--- src/rtl/wb_rr_arbiter_if.sv ---
// Wishbone classic bundle for N masters packed side by side (master i owns slice i).
// The arbiter takes the N=2 master bundle as "slave" and drives the N=1 slave bundle as "master".
interface wb_rr_arbiter_if #(
  parameter int N = 1
);
  logic [N-1:0]    cyc;
  logic [N-1:0]    stb;
  logic [N-1:0]    we;
  logic [4*N-1:0]  sel;
  logic [30*N-1:0] adr;
  logic [32*N-1:0] dat_w;
  logic [31:0]     dat_r;
  logic [N-1:0]    ack;
  logic [N-1:0]    err;

  modport master (output cyc, stb, we, sel, adr, dat_w, input dat_r, ack, err);
  modport slave  (input cyc, stb, we, sel, adr, dat_w, output dat_r, ack, err);
endinterface

--- src/rtl/wb_rr_arbiter.sv ---
// Two-master round-robin Wishbone classic arbiter with bus lock and a per-transfer
// watchdog that aborts a stalled transfer with err so a hung slave cannot wedge the bus.
module wb_rr_arbiter #(
  parameter int TIMEOUT = 15
) (
  input  logic                  clk,
  input  logic                  rst,
  wb_rr_arbiter_if.slave        m,
  wb_rr_arbiter_if.master       s,
  output logic [1:0]            grant
);
  localparam int WDW = (TIMEOUT > 0) ? $clog2(TIMEOUT + 1) : 1;

  typedef enum logic [1:0] {IDLE, OWNED, ABORT} state_t;

  state_t         r_state, w_state_next;
  logic           r_owner, w_owner_next;
  logic           r_last, w_last_next;
  logic [WDW-1:0] r_wdog;
  logic           w_stall, w_timeout;
  logic           w_s_cyc, w_s_stb;
  logic [1:0]     w_grant, w_ack, w_err;

  always_ff @(posedge clk or negedge rst) begin
    if (!rst) begin
      r_state <= IDLE;
      r_owner <= 1'b0;
      r_last  <= 1'b1;
    end else begin
      r_state <= w_state_next;
      r_owner <= w_owner_next;
      r_last  <= w_last_next;
    end
  end

  // A stalled cycle: owner has a live strobe and the slave has not answered.
  assign w_stall = (r_state == OWNED) & m.cyc[r_owner] & m.stb[r_owner] & ~s.ack[0] & ~s.err[0];

  generate
    if (TIMEOUT == 0) begin : g_no_wdog
      assign w_timeout = 1'b0;
      always_ff @(posedge clk or negedge rst) begin
        if (!rst) r_wdog <= '0;
        else      r_wdog <= '0;
      end
    end else begin : g_wdog
      assign w_timeout = w_stall & (r_wdog == WDW'(TIMEOUT));
      // Saturates at TIMEOUT; any non-stalled cycle clears it.
      always_ff @(posedge clk or negedge rst) begin
        if (!rst)
          r_wdog <= '0;
        else if (w_stall && r_wdog != WDW'(TIMEOUT))
          r_wdog <= r_wdog + 1'b1;
        else if (!w_stall)
          r_wdog <= '0;
      end
    end
  endgenerate

  always_comb begin
    w_state_next = r_state;
    w_owner_next = r_owner;
    w_last_next  = r_last;
    w_s_cyc      = 1'b0;
    w_s_stb      = 1'b0;
    w_grant      = 2'b00;
    w_ack        = 2'b00;
    w_err        = 2'b00;
    case (r_state)
      IDLE: begin
        if (|m.cyc) begin
          w_owner_next = (&m.cyc) ? ~r_last : m.cyc[1];
          w_state_next = OWNED;
        end
      end
      OWNED: begin
        w_grant          = 2'b01 << r_owner;
        w_s_cyc          = m.cyc[r_owner];
        w_s_stb          = m.cyc[r_owner] & m.stb[r_owner];
        w_ack[r_owner]   = s.ack[0];
        w_err[r_owner]   = s.err[0];
        if (!m.cyc[r_owner]) begin
          w_last_next  = r_owner;
          w_state_next = IDLE;
        end else if (w_timeout) begin
          w_state_next = ABORT;
        end
      end
      ABORT: begin
        w_grant        = 2'b01 << r_owner;
        w_err[r_owner] = 1'b1;
        w_last_next    = r_owner;
        w_state_next   = IDLE;
      end
      default: w_state_next = IDLE;
    endcase
  end

  assign s.cyc   = w_s_cyc;
  assign s.stb   = w_s_stb;
  assign s.we    = m.we[r_owner];
  assign s.sel   = r_owner ? m.sel[7:4]    : m.sel[3:0];
  assign s.adr   = r_owner ? m.adr[59:30]  : m.adr[29:0];
  assign s.dat_w = r_owner ? m.dat_w[63:32] : m.dat_w[31:0];
  assign m.dat_r = s.dat_r;
  assign m.ack   = w_ack;
  assign m.err   = w_err;
  assign grant   = w_grant;
endmodule

--- src/flat_wrapper.sv ---
// flat-port wrapper written by rule: the top's interface ports become plain ports
module wb_rr_arbiter_flat 
#(
  parameter int TIMEOUT = 15
)
  (clk, rst, grant, m_cyc, m_stb, m_we, m_sel, m_adr, m_dat_w, m_dat_r, m_ack, m_err, s_cyc, s_stb, s_we, s_sel, s_adr, s_dat_w, s_dat_r, s_ack, s_err);
  wb_rr_arbiter_if #(.N(2)) m_i ();
  wb_rr_arbiter_if #(.N(1)) s_i ();
  input  logic clk;
  input  logic rst;
  output logic [1:0] grant;
  input wire logic [$bits(m_i.cyc)-1:0] m_cyc;
  input wire logic [$bits(m_i.stb)-1:0] m_stb;
  input wire logic [$bits(m_i.we)-1:0] m_we;
  input wire logic [$bits(m_i.sel)-1:0] m_sel;
  input wire logic [$bits(m_i.adr)-1:0] m_adr;
  input wire logic [$bits(m_i.dat_w)-1:0] m_dat_w;
  output wire logic [$bits(m_i.dat_r)-1:0] m_dat_r;
  output wire logic [$bits(m_i.ack)-1:0] m_ack;
  output wire logic [$bits(m_i.err)-1:0] m_err;
  output wire logic [$bits(s_i.cyc)-1:0] s_cyc;
  output wire logic [$bits(s_i.stb)-1:0] s_stb;
  output wire logic [$bits(s_i.we)-1:0] s_we;
  output wire logic [$bits(s_i.sel)-1:0] s_sel;
  output wire logic [$bits(s_i.adr)-1:0] s_adr;
  output wire logic [$bits(s_i.dat_w)-1:0] s_dat_w;
  input wire logic [$bits(s_i.dat_r)-1:0] s_dat_r;
  input wire logic [$bits(s_i.ack)-1:0] s_ack;
  input wire logic [$bits(s_i.err)-1:0] s_err;
  assign m_i.cyc = m_cyc;
  assign m_i.stb = m_stb;
  assign m_i.we = m_we;
  assign m_i.sel = m_sel;
  assign m_i.adr = m_adr;
  assign m_i.dat_w = m_dat_w;
  assign m_dat_r = m_i.dat_r;
  assign m_ack = m_i.ack;
  assign m_err = m_i.err;
  assign s_cyc = s_i.cyc;
  assign s_stb = s_i.stb;
  assign s_we = s_i.we;
  assign s_sel = s_i.sel;
  assign s_adr = s_i.adr;
  assign s_dat_w = s_i.dat_w;
  assign s_i.dat_r = s_dat_r;
  assign s_i.ack = s_ack;
  assign s_i.err = s_err;
  wb_rr_arbiter #(.TIMEOUT(TIMEOUT)) u_core (.clk(clk), .rst(rst), .m(m_i), .s(s_i), .grant(grant));
endmodule
--- config.mk ---
export PLATFORM = sky130hd
export DESIGN_NAME = wb_rr_arbiter_flat
export DESIGN_NICKNAME = d
export VERILOG_FILES = /design/src/rtl/wb_rr_arbiter_if.sv /design/src/rtl/wb_rr_arbiter.sv /design/src/flat_wrapper.sv
export SDC_FILE = /design/constraint.sdc
export NUM_CORES = 1
export LEC_CHECK = 0
export ABC_CLOCK_PERIOD_IN_PS = 3400
export CORE_AREA = 3 3 109 111
export CTS_BUF_LIST = sky130_fd_sc_hd__clkbuf_4 sky130_fd_sc_hd__clkbuf_8
export CTS_CLUSTER_DIAMETER = 60
export DETAILED_ROUTE_END_ITERATION = 6
export DIE_AREA = 0 0 112 114
export GPL_ROUTABILITY_DRIVEN = 0
export HOLD_SLACK_MARGIN = 0.15
export MAX_ROUTING_LAYER = met4
export PLACE_DENSITY = 0.65
export SYNTH_ARGS = -nofsm -noshare
export SYNTH_HDL_FRONTEND = slang
export SYNTH_SLANG_ARGS = --single-unit
--- constraint.sdc ---
create_clock -name clk -period 3.4 [get_ports clk]
set_clock_uncertainty 0.2 [all_clocks]
set_input_delay 0.34 -clock clk [delete_from_list [all_inputs] [get_ports clk]]
set_output_delay 0.34 -clock clk [all_outputs]
set_load 0.02 [all_outputs]
# Word level (Yosys, flattened, before mapping)
# Index checks and enable logic that the tools add are counted.
classes:
  add_sub_neg: 1
  magnitude_cmp: 2
  n_eq_ne: 8
  shift: 1
  mux: 25
  bitwise_logic: 11
  n_reduce_logical: 10
op_table:
  columns: ["cell", "count"]
  rows:
  - ["two-way mux 32 bit", 1]
  - ["two-way mux 30 bit", 1]
  - ["two-way mux 4 bit", 3]
  - ["two-way mux 1 bit", 11]
  - ["two-way mux 2 bit", 5]
  - ["case mux 2 bit (2 select lines)", 2]
  - ["AND reduction 2 bit", 4]
  - ["AND 1 bit", 6]
  - ["adder 4 x 1 -> 4 bit (second input constant)", 1]
  - ["AND 2 bit", 2]
  - ["== test 4 bit (second input constant)", 1]
  - ["!= test 2 bit (second input constant)", 2]
  - ["!= test 4 bit (second input constant)", 1]
  - ["OR reduction 2 bit", 2]
  - ["!= test 3 x 2 -> 1 bit (second input constant)", 1]
  - ["inverter 1 bit", 3]
  - ["== test 2 x 1 -> 1 bit (second input constant)", 1]
  - ["== test 2 bit (second input constant)", 1]
  - ["logical AND 1 bit", 2]
  - ["zero test 2 bit", 1]
  - ["less-than comparator 1 x 2 -> 1 bit (second input constant)", 1]
  - ["!= test 2 x 1 -> 1 bit (second input constant)", 1]
  - ["case mux 1 bit (2 select lines)", 1]
  - ["nonzero test 2 bit", 1]
  - ["3 further kinds", 3]
totals:
  reg_bits: 8
  inputBits: 174
  output_inout_bits: 107
  word_cells: 62

# Logic depth before layout (Yosys ltp)
depth:
  word_depth: 10
  depth_mapped: 6
  ltp_nobuf: 6

# Least setup slack after synthesis
# No wires, ideal clock.
synth_timing:
  path_kind: "reg2out"
  startpoint: "reg u_core.r_state[0]"
  endpoint: "out m_err[0]"
  arrival_ns: 1.440
  required_ns: 2.860
  path_slack_ns: 1.420
  path_stages_with_launch: 5
  path_buffers: 0
  cell_sequence: "dfrtp_1 inv_1 ha_1 nor2b_1 nor2b_1"
synth_between:
  elab_chain_cells: 2
  elab_cells_between_ends: 3
  cone_classes: "eq/ne (2); mux (1)"
synth_lines:
  columns: ["element", "line_no", "source"]
  rows:
  - ["start, declared", "wb_rr_arbiter.sv:16", "state_t r_state, w_state_next;"]
  - ["start signal, assigned", "wb_rr_arbiter.sv:30", "r_state <= w_state_next;"]
  - ["== test 2 bit or == test 2 x 1 -> 1 bit (tied branches)", "wb_rr_arbiter.sv:69", "case (r_state)"]
  - ["case mux 2 bit (2 select lines) *", "wb_rr_arbiter.sv:69", null]
  - ["end, declared", "flat_wrapper.sv:20", "output wire logic [$bits(m_i.err)-1:0] m_err;"]
# Every way passes the cells marked *; elsewhere a longest branch is shown, timed or not.

# Worst setup path in the final report
layout_timing:
  startpoint: "reg u_core.r_owner"
  endpoint: "out s_dat_w[10]"
layout_between:
  elab_chain_cells: 1
layout_lines:
  columns: ["element", "line_no", "source"]
  rows:
  - ["start, declared", "wb_rr_arbiter.sv:17", "logic r_owner, w_owner_next;"]
  - ["start signal, assigned", "wb_rr_arbiter.sv:31", "r_owner <= w_owner_next;"]
  - ["two-way mux 32 bit", "wb_rr_arbiter.sv:104", "assign s.dat_w = r_owner ? m.dat_w[63:32] : m.dat_w[31:0];"]
  - ["end, declared", "flat_wrapper.sv:26", "output wire logic [$bits(s_i.dat_w)-1:0] s_dat_w;"]
# Every way passes these cells.

==> results.yml <==
drt:
  viasPerCell: 3.87
  first_iter_violations: 46
  ant_nets: 0
  wirelength_mm: 7.53
  routedWlPerCell_um: 15.6
  num_vias: 1870
  route.detailed.drc: 0
  firstDrtPassIters: 4
floorplanning:
  num_rows: 38
  die_h_um: 114
  dieArea_sq_um: 12800
  coreArea_sq_um: 10900
  start_util_pct: 14.4
  io_pins: 281
  chipWidth_um: 112
cells_and_area:
  drive_gt1_share_pct: 22.4
  num-fill-cells: 1096
  n_antenna_cell: 0
  fin_area_sq_um: 3680
  nNetsFinal: 522
  fin_cells: 483
  area_growth_pct: 135
timing:
  hold_violations: 0
  setup_tns_ns: 0
  finalSetupViolCount: 0
  rsz0062_at_grt: "false"
  slew_violations: 0
  setup_ws_ns: 0.925
  tightest_slew_ns: 0.412
  finalCriticalPeriod_ns: 2.47
  whs_ns: 0.194
  relSlewSlack_pct: 72.5
  fin_crit_sh_pct: 72.8
  fmax_mhz: 404
global_route:
  grt_pass1_vias: 2047
  grt_use_total_pct: 10.7
  grt_first_pass_wirelength_mm: 10.8
  grt_max_degree: 77
  antenna_found_initial: 0
  gr-total-overflow: 0
logic_synthesis:
  netlist_area_sq_um: 1570
  yosys_warnings: 0
  synth-seq-cells: 8
  synth_nets: 340
  synth.distinct_cells: 28
  yosysSeqAreaShare_pct: 12.9
  syn_inst: 162
  avgSynthCellArea_sq_um: 9.67
placed_design:
  detailed_place_hpwl_mm: 6.63
  preCtsSetupSlack_ns: 0.980
  io_buffer_count: 216
  dpl_cell_area_sq_um: 3630
  placed_cells: 479
clocking:
  cts_resized: 0
  worstSkewPairLatency_ns: 0.23
  cts_buffer_depth: 2
  cts_buffers: 3
  post-cts-setup-buffers: 0
  clockRootBuffer: "clkbuf_8"
  holdBufCountCts: 0
  htreeDepth: 1
  clock-sinks: 8
  clkTransAtPathRegs_ns: 0.05
  cts_tree: "done"
outcome:
  status: "finished, final reports clean"
worst_setup_path:
  worstSetupPathType: "register to output port"
  cp-start-kind: "register"
  critPathCaptureType: "output port"
  arrival_ns: 1.93
  required_ns: 2.86
  cp-startpoint: "u_core.r_owner$_DFFE_PN0P_"
  r2r_start: "u_core.r_owner$_DFFE_PN0P_"
  crit_fanout: 76
power_and_ir_drop:
  vdd_drop_max_mv: 0.806
  power_density_nw_per_um2: 564
  total_leakage_power_nw: 1.38
job:
  maxCapViolCount: 0
worst_hold_path:
  hold_class: "input port to asynchronous set/reset pin"
-- state kept, by name, indices dropped and copies added, names as in the netlist --
register and flops:
u_core.r_last 1, u_core.r_wdog 4, u_core.r_owner 1, u_core.r_state 2
-- critical path, stage by stage (launching register included) --
cell and delay, ns:
dfrtp_2 0.36, buf_12 0.30, mux2_2 0.41, clkdlybuf4s50_1 0.54
-- per-layer routing --
layer | global-route usage (%) | vias to the layer above | part of all wire, %
met1 | 12.2 | 833 | 37
met2 | 19.2 | 123 | 53
li1 | - | 906 | -
met3 | 2.33 | 8 | 7.7
met5 | - | - | 0
met4 | 2.48 | 0 | 1.5
-- kinds of logic after synthesis --
logic type,after synthesis,synth area share (%)
XOR/XNOR,1,0.559
AND/OR/NAND/NOR,28,9.59
AO/OA/AOI/OAI,9,3.91
multiplexers,70,50.4
buffers and inverters,42,19.5
adder cells (fa/ha/maj),4,3.20
flip-flops,8,12.9
-- report_power, final --
part / switching, mW / leakage [nW] / internal, mW / total (mW)
Combinational: 0.818 / 1.26 / 0.988 / 1.81
Clock: 0.0410 / 0.0262 / 0.0895 / 0.131
Sequential: 0.0138 / 0.103 / 0.121 / 0.135
Total: 0.873 / 1.38 / 1.20 / 2.07
-- cell usage in the layout, fill, tap and decap left out, types with 2 or more instances in the layout --
cell type and n:
clkdlybuf4s50_1 216, mux2_2 67, nor2_1 7, dfrtp_1 6, a21oi_1 5, nand2_1 5, ha_1 4, nor2b_1 3
clkbuf_8 3, inv_1 2, mux2i_1 2, and3_1 2, nor3_1 2, nand3_1 2
-- worst paths after layout --
path                                                  to  slack, ns  depth (start not counted)
max                                          s_dat_w[10]       0.93                          3
min                         u_core.r_wdog[1]$_DFFE_PN0P_       0.19                          1
max reg2reg                    u_core.r_last$_DFFE_PN1P_       1.66                          5
min reg2reg                u_core.r_state[1]$_DFFE_PN0P_       0.39                          2
max in group asynchronous      u_core.r_last$_DFFE_PN1P_       2.49                          1
min in group clk           u_core.r_state[1]$_DFFE_PN0P_       0.39                          2
-- area by class of cell --
type	instances	area [sq um]	share of cell area, %
repair buffers	217	2180	59.4
multi-input cells	112	1060	28.8
flip-flops and latches	8	203	5.51
well taps	140	175	4.77
clock buffers	4	48.8	1.33
inverters	2	7.51	0.204
-- stage by stage --
step,util [%],power (mW)
2_1_floorplan,-,1.22
3_3_place_gp,33.3,1.95
3_5_place_dp,33.3,1.96
4_1_cts,33.8,2.11
5_1_grt,33.8,2.18
6_report,33.8,2.07
-- synthesized netlist by cell type (all sizes together) --
cell / instances / area share [%]
dfstp: 1 / 1.7
mux2i: 2 / 1.3
a21o: 1 / 0.48
and3: 2 / 0.80
nor2b: 4 / 1.8
a21oi: 5 / 1.6
xnor2: 1 / 0.56
o211ai: 1 / 0.80
nand2: 5 / 1.2
nand2b: 1 / 0.40
a32o: 1 / 0.64
or2: 1 / 0.40
ha: 4 / 3.2
and4: 1 / 0.56
nand3: 2 / 0.64
a31oi: 1 / 0.40
and2: 1 / 0.40
nor3: 2 / 0.64
buf: 40 / 19
dfrtp: 7 / 11
and4b: 1 / 0.64
mux2: 68 / 49
nor2: 7 / 1.7
inv: 2 / 0.48
nor3b: 1 / 0.48
(Power assumes the default switching activity.)
